[src/rtl/int_ctl_pkg.sv]
// Shared definitions for the interrupt controller and its claim sequencer:
// register offsets inside the controller window, the claim FSM states and
// small helpers used to build masks and clear words.
package int_ctl_pkg;

  // Register offsets relative to the controller base address.
  localparam logic [31:0] INT_EN_OFF   = 32'h0000_0000;
  localparam logic [31:0] INT_PEND_OFF = 32'h0000_0004;

  // Saturation ceiling of the spurious-claim counter.
  localparam logic [7:0] SPUR_MAX = 8'hFF;

  // Claim sequencer FSM states.
  typedef enum logic [2:0] {
    IDLE    = 3'd0,
    RD_PEND = 3'd1,
    WT_PEND = 3'd2,
    RD_EN   = 3'd3,
    WT_EN   = 3'd4,
    DECIDE  = 3'd5,
    CLR     = 3'd6,
    PRESENT = 3'd7
  } claim_state_e;

  // Mask with the low n bits set (n in 1..32).
  function automatic logic [31:0] src_mask(input int n);
    logic [31:0] m;
    m = 32'h0;
    for (int i = 0; i < 32; i++) begin
      if (i < n) m[i] = 1'b1;
    end
    return m;
  endfunction

  // One-hot word for a source index, used as the write-1-to-clear value.
  function automatic logic [31:0] onehot32(input logic [4:0] idx);
    return 32'h1 << idx;
  endfunction

endpackage

[src/rtl/mem_if.sv]
// Simple single-beat register bus between the claim sequencer and the
// interrupt controller.
//
// Handshake: the initiator raises valid with w_en/addr/w_data and holds
// them unchanged until it sees ready=1; the transfer happens in the cycle
// where valid && ready. For a read (w_en=0) the target presents r_data in
// the following cycle, where the initiator samples it. w_en and w_data
// carry no meaning while valid=0.
interface mem_if;
  logic        valid;
  logic        w_en;
  logic [31:0] addr;
  logic [31:0] w_data;
  logic        ready;
  logic [31:0] r_data;

  modport initiator (
    output valid,
    output w_en,
    output addr,
    output w_data,
    input  ready,
    input  r_data
  );

  modport target (
    input  valid,
    input  w_en,
    input  addr,
    input  w_data,
    output ready,
    output r_data
  );
endinterface

[src/rtl/int_prio_enc.sv]
// Fixed-priority encoder: reports whether any request bit is set and the
// index of the lowest set bit (bit 0 wins).
module int_prio_enc #(
  parameter int WIDTH = 8
) (
  input  logic [WIDTH-1:0] req_i,
  output logic             found_o,
  output logic [4:0]       index_o
);

  // Scan from the top down so the lowest set bit is the last one written.
  always_comb begin
    found_o = 1'b0;
    index_o = 5'd0;
    for (int i = WIDTH - 1; i >= 0; i--) begin
      if (req_i[i]) begin
        found_o = 1'b1;
        index_o = 5'(i);
      end
    end
  end

endmodule

[src/rtl/int_claim_sequencer.sv]
// Claim sequencer: on an interrupt request it reads the controller's
// pending and enable registers, picks the highest-priority enabled pending
// source, clears it in the controller (write-1-to-clear) and then presents
// the claimed ID to the core until the core accepts it. Attempts that find
// nothing to claim are counted as spurious.
module int_claim_sequencer
  import int_ctl_pkg::*;
#(
  parameter int          NUM_INT_SRCS = 8,
  parameter logic [31:0] BASE_ADDR    = 32'h0000_0000
) (
  input  logic       i_clk,
  input  logic       i_rst,
  input  logic       i_int,
  mem_if.initiator   if_mem,
  output logic       o_claim_valid,
  output logic [4:0] o_claim_id,
  input  logic       i_claim_ready,
  output logic [7:0] o_spurious_cnt,
  output logic [2:0] o_dbg_state
);

  if (NUM_INT_SRCS < 1 || NUM_INT_SRCS > 32) begin : g_bad_num_srcs
    $error("int_claim_sequencer: NUM_INT_SRCS must be in 1..32");
  end

  // Bits above NUM_INT_SRCS are forced to zero here, so the encoder can
  // never select a source that does not exist.
  localparam logic [31:0] SRC_MASK = src_mask(NUM_INT_SRCS);

  claim_state_e state_q, state_d;
  logic [31:0]  pend_q, pend_d;
  logic [31:0]  en_q, en_d;
  logic [4:0]   id_q, id_d;
  logic [7:0]   spur_q, spur_d;

  logic [31:0]  masked;
  logic         enc_found;
  logic [4:0]   enc_index;

  assign masked = pend_q & en_q & SRC_MASK;

  int_prio_enc #(
    .WIDTH (32)
  ) u_prio_enc (
    .req_i   (masked),
    .found_o (enc_found),
    .index_o (enc_index)
  );

  // State and captured-register update; reset aborts any bus transfer.
  always_ff @(posedge i_clk or posedge i_rst) begin
    if (i_rst) begin
      state_q <= IDLE;
      pend_q  <= 32'h0;
      en_q    <= 32'h0;
      id_q    <= 5'd0;
      spur_q  <= 8'h0;
    end else begin
      state_q <= state_d;
      pend_q  <= pend_d;
      en_q    <= en_d;
      id_q    <= id_d;
      spur_q  <= spur_d;
    end
  end

  // Next-state logic and bus/claim outputs for each state.
  always_comb begin
    state_d       = state_q;
    pend_d        = pend_q;
    en_d          = en_q;
    id_d          = id_q;
    spur_d        = spur_q;
    if_mem.valid  = 1'b0;
    if_mem.w_en   = 1'b0;
    if_mem.addr   = BASE_ADDR;
    if_mem.w_data = 32'h0;
    o_claim_valid = 1'b0;

    case (state_q)
      IDLE: begin
        if (i_int) state_d = RD_PEND;
      end
      RD_PEND: begin
        if_mem.valid = 1'b1;
        if_mem.addr  = BASE_ADDR + INT_PEND_OFF;
        if (if_mem.ready) state_d = WT_PEND;
      end
      WT_PEND: begin
        pend_d  = if_mem.r_data;
        state_d = RD_EN;
      end
      RD_EN: begin
        if_mem.valid = 1'b1;
        if_mem.addr  = BASE_ADDR + INT_EN_OFF;
        if (if_mem.ready) state_d = WT_EN;
      end
      WT_EN: begin
        en_d    = if_mem.r_data;
        state_d = DECIDE;
      end
      DECIDE: begin
        if (enc_found) begin
          id_d    = enc_index;
          state_d = CLR;
        end else begin
          if (spur_q != SPUR_MAX) spur_d = spur_q + 8'd1;
          state_d = IDLE;
        end
      end
      CLR: begin
        if_mem.valid  = 1'b1;
        if_mem.w_en   = 1'b1;
        if_mem.addr   = BASE_ADDR + INT_PEND_OFF;
        if_mem.w_data = onehot32(id_q);
        if (if_mem.ready) state_d = PRESENT;
      end
      PRESENT: begin
        o_claim_valid = 1'b1;
        if (i_claim_ready) state_d = IDLE;
      end
      default: state_d = IDLE;
    endcase
  end

  assign o_claim_id     = id_q;
  assign o_spurious_cnt = spur_q;
  assign o_dbg_state    = state_q;

endmodule

[src/flat_wrapper.sv]
// flat-port wrapper written by rule: the top's interface ports become plain ports
module int_claim_sequencer_flat import int_ctl_pkg::*;
#(
  parameter int          NUM_INT_SRCS = 8,
  parameter logic [31:0] BASE_ADDR    = 32'h0000_0000
)
  (i_clk, i_rst, i_int, o_claim_valid, o_claim_id, i_claim_ready, o_spurious_cnt, o_dbg_state, if_mem_valid, if_mem_w_en, if_mem_addr, if_mem_w_data, if_mem_ready, if_mem_r_data);
  mem_if if_mem_i ();
  input  logic i_clk;
  input  logic i_rst;
  input  logic i_int;
  output logic o_claim_valid;
  output logic [4:0] o_claim_id;
  input  logic i_claim_ready;
  output logic [7:0] o_spurious_cnt;
  output logic [2:0] o_dbg_state;
  output wire logic [$bits(if_mem_i.valid)-1:0] if_mem_valid;
  output wire logic [$bits(if_mem_i.w_en)-1:0] if_mem_w_en;
  output wire logic [$bits(if_mem_i.addr)-1:0] if_mem_addr;
  output wire logic [$bits(if_mem_i.w_data)-1:0] if_mem_w_data;
  input wire logic [$bits(if_mem_i.ready)-1:0] if_mem_ready;
  input wire logic [$bits(if_mem_i.r_data)-1:0] if_mem_r_data;
  assign if_mem_valid = if_mem_i.valid;
  assign if_mem_w_en = if_mem_i.w_en;
  assign if_mem_addr = if_mem_i.addr;
  assign if_mem_w_data = if_mem_i.w_data;
  assign if_mem_i.ready = if_mem_ready;
  assign if_mem_i.r_data = if_mem_r_data;
  int_claim_sequencer #(.NUM_INT_SRCS(NUM_INT_SRCS), .BASE_ADDR(BASE_ADDR)) u_core (.i_clk(i_clk), .i_rst(i_rst), .i_int(i_int), .if_mem(if_mem_i), .o_claim_valid(o_claim_valid), .o_claim_id(o_claim_id), .i_claim_ready(i_claim_ready), .o_spurious_cnt(o_spurious_cnt), .o_dbg_state(o_dbg_state));
endmodule
[config.mk]
export PLATFORM = sky130hd
export DESIGN_NAME = int_claim_sequencer_flat
export DESIGN_NICKNAME = d
export VERILOG_FILES = /design/src/rtl/int_ctl_pkg.sv /design/src/rtl/mem_if.sv /design/src/rtl/int_prio_enc.sv /design/src/rtl/int_claim_sequencer.sv /design/src/flat_wrapper.sv
export SDC_FILE = /design/constraint.sdc
export NUM_CORES = 1
export LEC_CHECK = 0
export CAP_MARGIN = 0
export CORE_AREA = 10 10 84 100
export CTS_CLUSTER_DIAMETER = 100
export DETAILED_ROUTE_END_ITERATION = 8
export DIE_AREA = 0 0 94 110
export HOLD_SLACK_MARGIN = 0.15
export PLACE_DENSITY = 0.76
export SLEW_MARGIN = 10
export SYNTH_ARGS = -nofsm -noshare
export SYNTH_HDL_FRONTEND = slang
export SYNTH_HIERARCHICAL = 1
export SYNTH_SLANG_ARGS = --single-unit
export TNS_END_PERCENT = 5
[constraint.sdc]
create_clock -name i_clk -period 6.6 [get_ports i_clk]
set_clock_uncertainty 0.1 [all_clocks]
set_input_delay 1.32 -clock i_clk [delete_from_list [all_inputs] [get_ports i_clk]]
set_output_delay 1.32 -clock i_clk [all_outputs]
set_load 0.05 [all_outputs]
==> results.toml, run 1 <==
[timing]
maxSlewHeadroom_pct = 64.8
final_hold_viol_count = 0
fin_hold_ws_ns = 0.398
rsz0062_at_grt = "false"
max_freq_mhz = 243
setup_slack_ns = 2.49
finalCriticalPeriod_ns = 4.11
tightest_slew_ns = 0.526
fin_setup_tns_ns = 0
setup_viol = 0
slew_viol_final = 0
timing.final.crit_share_pct = 62.3

[finish]
syn_to_final_growth_pct = 41.2
final_nets = 457
antenna_cells = 0
drive_gt1_share_pct = 11.5
instances_no_fill = 504

[power]
internal_power_uw = 593
combPwrFrac_pct = 53.3
clock_power_share_pct = 14.6
power_density_nw_per_um2 = 331
pwr-share-seq_pct = 32.1
total_power_uw = 1120
p_switching_uw = 524
max-vdd-ir-drop_mv = 0.203
swShare_pct = 46.9
p_leak_uw = 0.00153

[setup_path]
r2r_cells = 7
worstPathArrival_ns = 2.69
worstPathRequired_ns = 5.18
critPathKind = "reg -> out"
ff2ff_setup_slack_ns = 4.09
end_kind = "output port"
cp-start-kind = "flip-flop"
cp_max_fo = 11

[cts]
cts_tree = "built"
cts.htree.levels = 2
cts_buffers = 5
cts.sinks = 32
clk_pin_slew_ns = 0.06
clockRootBuffer = "clkbuf_8"
clk_latency_ns = 0.29
cts.path.max_buffers = 2
hold_buffers = 0
cts_resized = 0
post_cts_buffers = 0

[detailed_routing]
vias_per_cell = 4.21
routedWlPerCell_um = 11.0
finalWirelength_um = 5540
remaining_drc_errors = 0
firstDrtPassIters = 4
vias = 2120
antenna_left = 0
drt_iter0_drc = 35

[yosys]
yosys_register_bits = 32
synth_area_um2 = 2390
synth_edf_count = 0
yosysSeqAreaShare_pct = 33.5
ys_warn_count = 6
synthCells = 274
synth_ff_type = "dfrtp_1"
synth.avg_cell_area_um2 = 8.71
ys_types = 47
synthArstFlopShare_pct = 100

[placed_design]
port-buffer-count = 64
dp_cells = 497
place_hpwl_um = 4620
place.gp.congestion = 0.794
place_ws_ns = 2.75

[die]
dieArea_um2 = 10300
dieWidth_um = 94
num_rows = 32
ios = 120
design.core.area_um2 = 6410
start_util_pct = 37.3
fp.dieH_um = 110

[grt]
grt_pass1_wl_um = 9020
grt.overflow.total = 0
antenna_found_initial = 0
grt_start_max_net_pins = 33
grt_use_total_pct = 10.5
grt_pass1_vias = 2002

[min_path]
min_path_cells = 1
hold_path.class = "reg -> reg"

[job]
cap_violations = 0

[run_status]
status = "finished clean"
==> cells by family after synthesis <==
logic type / after synthesis / share of synthesized area [%]
AOI/OAI and AO/OA: 35 / 9.02
xor gates and xnor gates: 5 / 1.83
adders and majority gates: 1 / 0.524
buffers and inverters: 52 / 14.3
DFF: 32 / 33.5
muxes: 24 / 12.1
other: 1 / 0.157
and+or+nand+nor: 124 / 28.6
==> placed cells by master, fill, tap and decap left out, types with 2 or more instances in the layout <==
master | netlist | routed
or3_4 | 3 | 3
a21oi_1 | 9 | 9
a2111oi_0 | 2 | 2
conb_1 | 1 | 113
clkdlybuf4s50_1 | 0 | 64
and2_1 | 9 | 9
nor3b_1 | 2 | 2
clkbuf_8 | 0 | 7
mux2_2 | 19 | 19
o311ai_0 | 2 | 2
o21ai_1 | 2 | 2
nor3_1 | 10 | 10
nor3_4 | 2 | 2
nor2_1 | 46 | 46
nand4_1 | 2 | 2
o21ai_0 | 10 | 10
and3_1 | 2 | 2
xor2_1 | 3 | 3
dfrtp_1 | 32 | 32
nand2_1 | 16 | 16
o31ai_1 | 2 | 2
xnor2_1 | 2 | 2
or3_1 | 3 | 3
nand3_1 | 7 | 7
mux2_4 | 5 | 5
nor3_2 | 4 | 4
nor4_1 | 5 | 5
a31oi_1 | 2 | 2
inv_1 | 12 | 12
nand2b_1 | 6 | 6
==> power by group through the flow <==
stage	clock network (uW)	logic, uW	registers (uW)
3_3_place_gp	0	590	359
3_5_place_dp	0	599	364
6_report	163	595	359
4_1_cts	168	600	360
5_1_grt	174	649	377
2_1_floorplan	0	475	367
==> synthesized netlist by cell type, types with 2 or more instances <==
library cell,n,area [um2]
a2111oi_0,2,17.5
a21oi_1,9,45.0
a31oi_1,2,12.5
and2_1,9,56.3
and3_1,2,12.5
buf_4,31,233
buf_6,3,33.8
clkbuf_1,4,15.0
dfrtp_1,32,801
inv_1,12,45.0
mux2_2,19,214
mux2_4,5,75.1
nand2_1,16,60.1
nand2b_1,6,37.5
nand3_1,7,35.0
nand4_1,2,12.5
nor2_1,46,173
nor3_1,10,50.1
nor3_2,4,40.0
nor3_4,2,32.5
nor3b_1,2,15.0
nor4_1,5,31.3
o21ai_0,10,50.1
o21ai_1,2,10.0
o311ai_0,2,17.5
o31ai_1,2,15.0
or3_1,3,18.8
or3_4,3,33.8
xnor2_1,2,17.5
xor2_1,3,26.3
==> stage by stage <==
| stage | util [%] | instance area (um2) |
|---|---|---|
| after floorplan | - | 2810 |
| after global placement | 51.1 | 3280 |
| after detailed placement | 51.1 | 3280 |
| after CTS | 52.6 | 3370 |
| after global routing | 52.6 | 3370 |
| final | 52.6 | 3370 |
==> per-layer routing <==
layer  vias up  share of wire (%)  global-route usage (%)
met5         -                  0                       0
met2        70                 50                    19.1
met3         7                 12                    3.59
met1       947                 37                    11.1
met4         0                1.0                    3.26
li1       1096                  -                       -
==> worst paths after layout <==
path,end,start
max in group asynchronous,u_core/en_q[3],i_rst
max,if_mem_w_data[2],u_core/o_dbg_state[0]
min in group asynchronous,u_core/o_spurious_cnt[6],i_rst
max reg2reg,u_core/o_spurious_cnt[1],u_core/pend_q[7]
min,u_core/en_q[4],u_core/en_q[4]
min reg2reg,u_core/en_q[4],u_core/en_q[4]
==> area by class of cell <==
class                   instances  area (um2)
repair buffers                 65         648
multi-input cells             302        1670
inverters                      13        53.8
fillers                       613        3030
clock buffers                   7        96.3
well taps                      85         106
flip-flops and latches         32         801
==> registers in the layout, indices dropped and copies added (netlist names) <==
name and count:
u_core/o_spurious_cnt 8, u_core/pend_q 8, u_core/o_dbg_state 3, u_core/o_claim_id 5, u_core/en_q 8
==> critical path: stages (launching register included) <==
cell             delay, ns
dfrtp_1               0.56
nand3b_2              0.40
or3_1                 0.48
nor3_2                0.12
clkdlybuf4s50_1       0.84
Note: power is estimated with default switching activity, not from simulation.
==> run 2: changes to the inputs <==
CORE_AREA = 10 10 85 101   (was 10 10 84 100)
DIE_AREA = 0 0 95 111   (was 0 0 94 110)
PLACE_DENSITY = 0.77   (was 0.76)
clock period = 3.54 ns   (was 6.6 ns; I/O delays follow)
==> results.toml, run 2 (same netlist as run 1, synthesis figures left out) <==
[timing]
fin_setup_tns_ns = 0
setup_viol = 0
tightest_slew_ns = 0.519
slew_viol_final = 0
finalCriticalPeriod_ns = 3.24
maxSlewHeadroom_pct = 65.3
final_hold_viol_count = 0
max_freq_mhz = 308
rsz0062_at_grt = "false"
timing.final.crit_share_pct = 91.6

[die]
num_rows = 33
ios = 120
dieWidth_um = 95
design.core.area_um2 = 6690
start_util_pct = 35.7
fp.dieH_um = 111
dieArea_um2 = 10500

[setup_path]
cp_max_fo = 11
worstPathRequired_ns = 2.73
end_kind = "output port"
worstPathArrival_ns = 2.44
cp-start-kind = "flip-flop"
critPathKind = "reg -> out"

[detailed_routing]
top_layer = "met4"
vias_per_cell = 4.25
wl_met1_um = 2090
remaining_drc_errors = 0
wl_met3_um = 701
drt_iter0_drc = 64
routedWlPerCell_um = 11.2
wl_met2_um = 2880
finalWirelength_um = 5710
antenna_left = 0
vias = 2168
firstDrtPassIters = 4

[finish]
final_nets = 460
layout_commonest_cell = "conb_1"
syn_to_final_growth_pct = 42.3
final_cell_mix = "conb_1, clkdlybuf4s50_1, nor2_1"
drive_gt1_share_pct = 13.7
antenna_cells = 0
post-route-cell-area_um2 = 3400

[cts]
clockRootBuffer = "clkbuf_8"
post_cts_buffers = 0
hold_buffers = 0
clk_pin_slew_ns = 0.07
cts_tree = "built"
clk_latency_ns = 0.28
cts_buffers = 5
cts.sinks = 32
cts_resized = 0
cts.htree.levels = 2
cts.path.max_buffers = 2

[placed_design]
place.gp.congestion = 0.813
place_area_um2 = 3290
port-buffer-count = 64
place_hpwl_um = 4880

[run_status]
status = "finished clean"

[min_path]
hold_path.class = "reg -> reg"

[power]
swShare_pct = 45.9
p_switching_uw = 988
clock_power_share_pct = 16.1
combPwrFrac_pct = 55.5
pwr-share-seq_pct = 28.4
p_leak_uw = 0.00156
total_power_uw = 2150
power_density_nw_per_um2 = 633
max-vdd-ir-drop_mv = 0.411
internal_power_uw = 1160

[grt]
grt_pass1_vias = 2032
grt.overflow.total = 0
antenna_found_initial = 0
grt_pass1_wl_um = 9300
grt_use_total_pct = 10.5
grt_start_max_net_pins = 33

[job]
cap_violations = 0
## run 2: path summary, 6_finish.rpt
path,cells after the start,startpoint,end,slack [ns]
min in group asynchronous,3,i_rst,u_core/pend_q[4],0.70
worst min-delay path,1,u_core/pend_q[5],u_core/pend_q[5],0.40
worst max-delay path,4,u_core/o_claim_id[0],if_mem_w_data[10],0.30
max in group asynchronous,3,i_rst,u_core/o_spurious_cnt[3],2.35
worst max register to register,7,u_core/pend_q[7],u_core/o_spurious_cnt[1],1.01
worst min register to register,1,u_core/pend_q[5],u_core/pend_q[5],0.40
## run 2: power by group through the flow
stage          Combinational, uW  Clock, uW  Sequential, uW
2_1_floorplan                886          0             685
3_3_place_gp                1180          0             612
3_5_place_dp                1200          0             620
4_1_cts                     1200        358             612
5_1_grt                     1310        381             636
6_report                    1190        347             610
## run 2: critical path, stage by stage, from the launching register on
cell and delay, ns:
dfrtp_1 0.50, nand2b_1 0.29, or3_1 0.43, nor2_1 0.12
clkdlybuf4s50_1 0.81
## run 2: layout make-up
type	count	area (um2)
Fill cell	644	3290
Sequential cell	32	801
Timing Repair Buffer	68	656
Multi-Input combinational cell	302	1670
Tap cell	87	109
Clock inverter	3	42.5
Inverter	13	53.8
Clock buffer	5	68.8
## run 2: routing by layer
layer	GRT usage (%)	vias to the layer above
met1	11.4	991
met3	3.25	6
met5	0	-
met2	19.1	71
met4	2.50	0
li1	-	1100
## run 2: stage by stage
step / setup slack (ns) / utilization (%) / cells / hold slack [ns]
2_1_floorplan: 0.306 / - / 386 / 0.372
3_3_place_gp: 0.594 / 49.1 / 502 / 0.381
3_5_place_dp: 0.587 / 49.1 / 502 / 0.388
4_1_cts: 0.270 / 50.8 / 510 / 0.404
5_1_grt: 0.146 / 50.8 / 510 / 0.415
6_report: 0.297 / 50.8 / 510 / 0.401
